<file path="src/rtl/serial_adder_pkg.sv">
// -----------------------------------------------------------------------------
// serial_adder_pkg
// Shared definitions for the bit-serial adder.
//   - state_t : FSM state encoding (IDLE=0, RUN=1, DONE=2)
// -----------------------------------------------------------------------------
package serial_adder_pkg;

    typedef enum logic [1:0] {
        ST_IDLE = 2'd0,
        ST_RUN  = 2'd1,
        ST_DONE = 2'd2
    } state_t;

endpackage : serial_adder_pkg

</file>
<file path="src/rtl/serial_adder_fa_bit_cell.sv">
// -----------------------------------------------------------------------------
// fa_bit_cell
// Purely combinational 1-bit full adder built from two half-add stages.
// Ports:
//   a, b, ci : input bits
//   s        : sum bit
//   co       : carry-out bit
// -----------------------------------------------------------------------------
module fa_bit_cell (
    input  logic a,
    input  logic b,
    input  logic ci,
    output logic s,
    output logic co
);

    logic ha0_s_s;
    logic ha0_c_s;
    logic ha1_c_s;

    // First half-add stage: a + b
    assign ha0_s_s = a ^ b;
    assign ha0_c_s = a & b;

    // Second half-add stage: (a ^ b) + ci, carries merged with OR
    assign s       = ha0_s_s ^ ci;
    assign ha1_c_s = ha0_s_s & ci;
    assign co      = ha0_c_s | ha1_c_s;

endmodule : fa_bit_cell

</file>
<file path="src/rtl/serial_adder.sv">
// -----------------------------------------------------------------------------
// serial_adder
// Bit-serial WIDTH-bit adder, LSB first, one bit per clock through a single
// full-adder cell with a registered carry. {cout,sum} = a + b + cin.
// Ports:
//   clk   : clock, rising edge
//   rst   : synchronous active-high reset
//   start : request, accepted only in IDLE or DONE
//   a, b  : operands, captured on the accepted start edge
//   cin   : carry-in, captured on the accepted start edge
//   busy  : high while the operation is running
//   done  : one-cycle pulse, sum/cout valid in this cycle
//   sum   : result register (holds previous result until the next DONE)
//   cout  : final carry-out register
// -----------------------------------------------------------------------------
module serial_adder
    import serial_adder_pkg::*;
#(
    parameter int WIDTH = 8
) (
    input  logic             clk,
    input  logic             rst,
    input  logic             start,
    input  logic [WIDTH-1:0] a,
    input  logic [WIDTH-1:0] b,
    input  logic             cin,
    output logic             busy,
    output logic             done,
    output logic [WIDTH-1:0] sum,
    output logic             cout
);

    localparam int CNT_W = $clog2(WIDTH);

    state_t             state_r;
    state_t             state_next_s;
    logic [WIDTH-1:0]   sha_r;
    logic [WIDTH-1:0]   shb_r;
    logic [WIDTH-1:0]   part_r;
    logic [WIDTH-1:0]   sum_r;
    logic [CNT_W-1:0]   cnt_r;
    logic               carry_r;
    logic               cout_r;
    logic               busy_r;
    logic               done_r;
    logic               load_s;
    logic               last_s;
    logic               cell_s_s;
    logic               cell_co_s;
    logic [WIDTH-1:0]   part_next_s;

    fa_bit_cell u_fa (
        .a  (sha_r[0]),
        .b  (shb_r[0]),
        .ci (carry_r),
        .s  (cell_s_s),
        .co (cell_co_s)
    );

    // The new sum bit enters at the MSB so after WIDTH shifts the LSB lands at bit 0
    assign part_next_s = {cell_s_s, part_r[WIDTH-1:1]};
    assign last_s      = (cnt_r == CNT_W'(WIDTH - 1));

    // Next-state logic and start acceptance
    always_comb begin
        state_next_s = state_r;
        load_s       = 1'b0;
        case (state_r)
            ST_IDLE: begin
                if (start) begin
                    state_next_s = ST_RUN;
                    load_s       = 1'b1;
                end else begin
                    state_next_s = ST_IDLE;
                end
            end
            ST_RUN: begin
                if (last_s) begin
                    state_next_s = ST_DONE;
                end else begin
                    state_next_s = ST_RUN;
                end
            end
            ST_DONE: begin
                if (start) begin
                    state_next_s = ST_RUN;
                    load_s       = 1'b1;
                end else begin
                    state_next_s = ST_IDLE;
                end
            end
            default: begin
                state_next_s = ST_IDLE;
                load_s       = 1'b0;
            end
        endcase
    end

    // State, datapath and registered status outputs
    always_ff @(posedge clk) begin
        if (rst) begin
            state_r <= ST_IDLE;
            sha_r   <= '0;
            shb_r   <= '0;
            part_r  <= '0;
            sum_r   <= '0;
            cnt_r   <= '0;
            carry_r <= 1'b0;
            cout_r  <= 1'b0;
            busy_r  <= 1'b0;
            done_r  <= 1'b0;
        end else begin
            state_r <= state_next_s;
            busy_r  <= (state_next_s == ST_RUN);
            done_r  <= (state_next_s == ST_DONE);
            if (load_s) begin
                sha_r   <= a;
                shb_r   <= b;
                carry_r <= cin;
                part_r  <= '0;
                cnt_r   <= '0;
            end else if (state_r == ST_RUN) begin
                sha_r   <= {1'b0, sha_r[WIDTH-1:1]};
                shb_r   <= {1'b0, shb_r[WIDTH-1:1]};
                carry_r <= cell_co_s;
                part_r  <= part_next_s;
                if (last_s) begin
                    // Counter parks at its terminal value; the next load clears it
                    sum_r  <= part_next_s;
                    cout_r <= cell_co_s;
                end else begin
                    cnt_r <= cnt_r + CNT_W'(1);
                end
            end
        end
    end

    assign busy = busy_r;
    assign done = done_r;
    assign sum  = sum_r;
    assign cout = cout_r;

endmodule : serial_adder

</file>
<file path="config.mk">
export PLATFORM = sky130hd
export DESIGN_NAME = serial_adder
export DESIGN_NICKNAME = d
export VERILOG_FILES = /design/src/rtl/serial_adder_pkg.sv /design/src/rtl/serial_adder_fa_bit_cell.sv /design/src/rtl/serial_adder.sv
export SDC_FILE = /design/constraint.sdc
export NUM_CORES = 1
export LEC_CHECK = 0
export ABC_AREA = 0
export CORE_MARGIN = 3
export CORE_UTILIZATION = 35
export DETAILED_ROUTE_END_ITERATION = 6
export MAX_ROUTING_LAYER = met4
export PLACE_DENSITY_LB_ADDON = 0.2
export SETUP_SLACK_MARGIN = 0.02
export SLEW_MARGIN = 20
export SYNTH_ARGS = -nofsm -noshare
export SYNTH_HDL_FRONTEND = slang
export SYNTH_SLANG_ARGS = --single-unit
</file>
<file path="constraint.sdc">
create_clock -name clk -period 3.5 [get_ports clk]
set_clock_uncertainty 0.05 [all_clocks]
set_input_delay 0.7 -clock clk [delete_from_list [all_inputs] [get_ports clk]]
set_output_delay 0.7 -clock clk [all_outputs]
set_load 0.02 [all_outputs]
</file>
* Word level (Yosys, flattened, before mapping) *
Index checks and enable logic that the tools add are counted.

storage, ports and cells
  word-level logic and storage cells = 40
  output and inout port bits = 11
  input port bits = 20
  bits in registers = 41

operators by class
  $add $sub $neg = 1
  bitwise logic cells = 7
  equal/unequal tests = 5
  multiplexer cells = 11
  reduce and logical (&&, ||, !) cells = 6

operators by type and width
  kind                   number
  $mux W8                4
  $mux W1                5
  $eq A2 B1 Y1 const B   2
  $eq A2 B2 Y1 const B   2
  $pmux W2 S2            1
  $reduce_or A2 Y1       2
  $add A3 B1 Y3 const B  1
  $eq A3 B3 Y1 const B   1
  $reduce_and A3 Y1      1
  $and A1 B1 Y1          2
  $logic_not A2 Y1       1
  $mux W2                1
  $not A1 Y1             2
  $reduce_and A2 Y1      1
  $reduce_bool A2 Y1     1
  $xor A1 B1 Y1          2
  $or A1 B1 Y1           1

* Longest topological paths before layout *
  depth after elaboration = 5
  gate-level depth with buffers = 6
  mapped depth without buffers = 5

* By module *
Synthesis repeated with hierarchy kept, for this count alone.

second synthesis, totals
  cell total of the unflattened synthesis = 182
  area, all modules = 1554.0 µm²

by module, submodules not included
  module        area each (µm²)  cells each  sequential area each (µm²)  instances
  serial_adder  1534.0           181         800.8                       1
  fa_bit_cell   20.0             1           0.0                         1

* Least setup slack after synthesis *
Ideal clock, no wire load.

  path kind = in2reg
  start = input port start
  end = register sha_r[7]
  setup time = 134 ps
  buffers on the path = 1
  arrival time = 1247 ps
  setup slack = 2069 ps
  cell stages on the path = 4
  required time = 3316 ps
  cell sequence = nor2b_1 > clkbuf_1 > mux2i_1 > nor3_1

between the ends
  word-level cells in the longest chain between the ends = 3

ends and longest elaborated chain
  item                                           RTL line                                source
  from (decl)                                    serial_adder.sv:23                      input logic start,
  $mux W1 (*)                                    serial_adder.sv:70, serial_adder.sv:85
  $mux W1 (*)                                    -
  $mux W8 or $reduce_bool A2 Y1 (tied branches)  -
  to (signal assigned)                           serial_adder.sv:123                     sha_r <= {1'b0, sha_r[WIDTH-1:1]};
  to (decl)                                      serial_adder.sv:37                      logic [WIDTH-1:0] sha_r;

Mark *: on every way between the ends. The rest lies on a longest branch, timed or not.
A chain may end at the register's enable or synchronous reset.

* Worst setup path in the final report *
  start = register sum_r[6] (netlist: sum[6])
  end = output port sum[6]

RTL lines
  item                    RTL line             source
  from (decl)             serial_adder.sv:40   logic [WIDTH-1:0] sum_r;
  from (signal assigned)  serial_adder.sv:129  sum_r <= part_next_s;
  to (decl)               serial_adder.sv:29   output logic [WIDTH-1:0] sum,

No word-level cell between the ends.

==> impl_results.md <==
- Layout cells sized above 1: 0.0981
- Total die area: 5600 sq um
- Clk pin slew, worst setup/hold paths: approximately 0.07 ns
- Shortest period the worst path allows: a little under 2 ns
- Post-route core utilization: 0.454
- Clock sinks: 40
- Library cell with the highest instance count after synthesis: nand2_1
- Number of nets in the synthesized netlist: 213
- # Max-Cap Violations: 0
- Chip height: between 70 and 80 um
- Top-area cell type share of the netlist area: 0.483
- Data arrival time of the critical path: 1.23 ns
- Number of port buffers: 30
- Area of all placed cells without fillers: 2030 sq um
- Maximum number of pins on one net before global-route repair: 26
- Number of enable-type register cells in the synthesized netlist: 0
- Root cell of the clock tree: clkbuf_8
- Via count normalized by instance count: between 4 and 5
- Worst setup path class: reg -> out
- Total half-perimeter wirelength after legalization and detailed placement: 2160 um
- GP Congestion: 0.696
- Width of the chip: about 75 um
- Critical Path Max Stage Delay: 0.61 ns
- Worst-skew pair later-pin latency: around 0.29 ns
- Total vias in the final route: 1315
- Final global-route overflow total: 0
- Final Power: between 900 and 1000 uW
- Final setup violating endpoints: 0
- Prevailing post-synth register cell: dfxtp_1
- Class of the worst hold path: reg -> reg
- Outcome: completed
- Standard cell with the maximum stage delay on the critical path: clkdlybuf4s50_1
- Post-route DRC violation count: 0
- Setup TNS: 0 ns
- Final cycle utilization of the critical path: 0.567
- Endpoint class of the critical path: primary output
- Mean instance size in the synthesized netlist: 8.73 sq um
- Wire length reported by the detailed router: 3330 um
- Top cell family by delay on the critical path: buffers and inverters
- Seq/Total Area, Yosys: 0.483
- Relative area change from synthesis to final layout: 22.5%
- Post-CTS Setup Inserts: 0
- Final hold violation count: 0
- Post-layout net count: 236
- Std-Cell Rows: 24
- Fin. max-slew vios: 0
- Post-synthesis instance area: 1660 sq um
- Post-detailed-route wirelength per cell: 12.5 um
- ANT cells: 0
- Ys async rst share: 0
- Yosys warns: 0
- Remaining number of nets flagged by the antenna check after routing: 0
- H-tree depth: 2
- Top-level I/O count: 31
- Vias in the first global route: ~1.2k
- Top cells by area in the synthesized netlist: dfxtp_1 48%, nand2_1 11%, a311oi_2 9.0%, a21oi_1 6.6%, nor2_1 4.1%
- FILL cells: between 400 and 500
- Inserted Clock Buffers: 5
- Power per unit of standard cell area: between 400 and 500 nW/um^2
- Resized cells post-CTS: 0
- DRT Pass-1 Iters: 4
- Initial antenna violation count: 0
- Core ar.: 4470 sq um
- Maximum achievable frequency: between 500 and 600 MHz
- Startpoint types: flop
- Total routing usage reported by global routing: 0.135
- Post-synthesis register bit count: 40
- Slew at the pin with the worst max-slew slack: 0.984 ns
- Number of DRC markers in iteration 0: 85
- Wire length of the first global-routing pass: 5460 um
- Required time of the critical path: 2.75 ns
- Clock buffer depth: 2
- Number of buffers and inverters on the critical path: 1
- Number of cells produced by synthesis: 190
- Final hold slack: ~0.40 ns
- Worst voltage drop across the vdd grid: 0.000172 V
- Number of distinct standard cells referenced by the synthesized netlist: 24
- Initial Util: 0.371
- Cell area reported after detailed placement: 1940 sq um
- Cell type contributing the most total cell area after synthesis: dfxtp_1
- Unrepaired setup endpoints after global routing: false
- Leakage power total: 0.000689 uW
- Largest driver fanout on the critical path: 2
- Most common library cells after synthesis: 50 x nand2_1, 40 x dfxtp_1, 22 x a21oi_1
- Slew Limit Headroom: 0.344
- Clock tree from TritonCTS: built
- Chain of cells forming the critical path: clkdlybuf4s50_1
- Hold_buf cts: 0
==> path summary, 6_finish.rpt <==
path	start	end	slack, ns	depth (start not counted)
min reg2reg	sum[2]	sum[2]	0.40	2
min	sum[2]	sum[2]	0.40	2
max	sum[6]	sum[6]	1.52	1
max reg2reg	cnt_r[0]	sum[7]	1.72	5
==> layer usage <==
layer	routed length (um)	GRT usage	vias to the layer above
met5	0	-	-
met4	89	0.0830	0
met3	127	0.0360	8
met2	1450	0.198	28
met1	1670	0.164	587
li1	-	-	692
==> power breakdown <==
group,switching (uW),internal (uW),leakage (uW)
registers,11.4,475,0.000326
clock network,152,161,0.0000455
logic,59.9,49.5,0.000317
==> cell type report <==
class | count | area, sq um | area share
Clock buffer | 8 | 90.1 | 0.0443
Multi-Input combinational cell | 133 | 753 | 0.371
Sequential cell | 40 | 801 | 0.394
Tap cell | 52 | 65.1 | 0.0320
Timing Repair Buffer | 33 | 323 | 0.159
==> state kept, by name, indices dropped and copies added, names as in the netlist <==
name	flops
sha_r	8
cout	1
done	1
sum	8
cnt_r	3
state_r	2
busy	1
shb_r	8
carry_r	1
part_r	7
==> metrics by stage <==
step           worst slack [ns]  instances
4_1_cts                    1.50        266
3_3_place_gp               1.24        258
6_report                   1.52        266
3_5_place_dp               1.21        258
5_1_grt                    1.38        266
2_1_floorplan              2.07        190
==> cells by family after synthesis <==
group,Yosys count,share of synthesized area
and+or+nand+nor,89,0.227
adders and majority gates,3,0.0271
DFF,40,0.483
buffers and inverters,17,0.0648
xor gates and xnor gates,1,0.00528
AOI/OAI and AO/OA,39,0.187
muxes,1,0.00603
==> cell usage in the layout (no fill, tap or decap) <==
cell type	n
nand2_1	50
dfxtp_1	40
clkdlybuf4s50_1	30
a21oi_1	22
nor2_1	18
nand3_1	13
a311oi_2	10
clkbuf_8	6
nand2b_1	3
a22oi_1	3
buf_4	3
o21ai_0	2
a311oi_1	2
ha_1	2
clkbuf_1	2
nor2b_2	1
nor2b_1	1
nand3b_1	1
mux2i_1	1
nor3_1	1
nor3b_2	1
xnor2_1	1
fa_1	1
(Power assumes the default switching activity.)
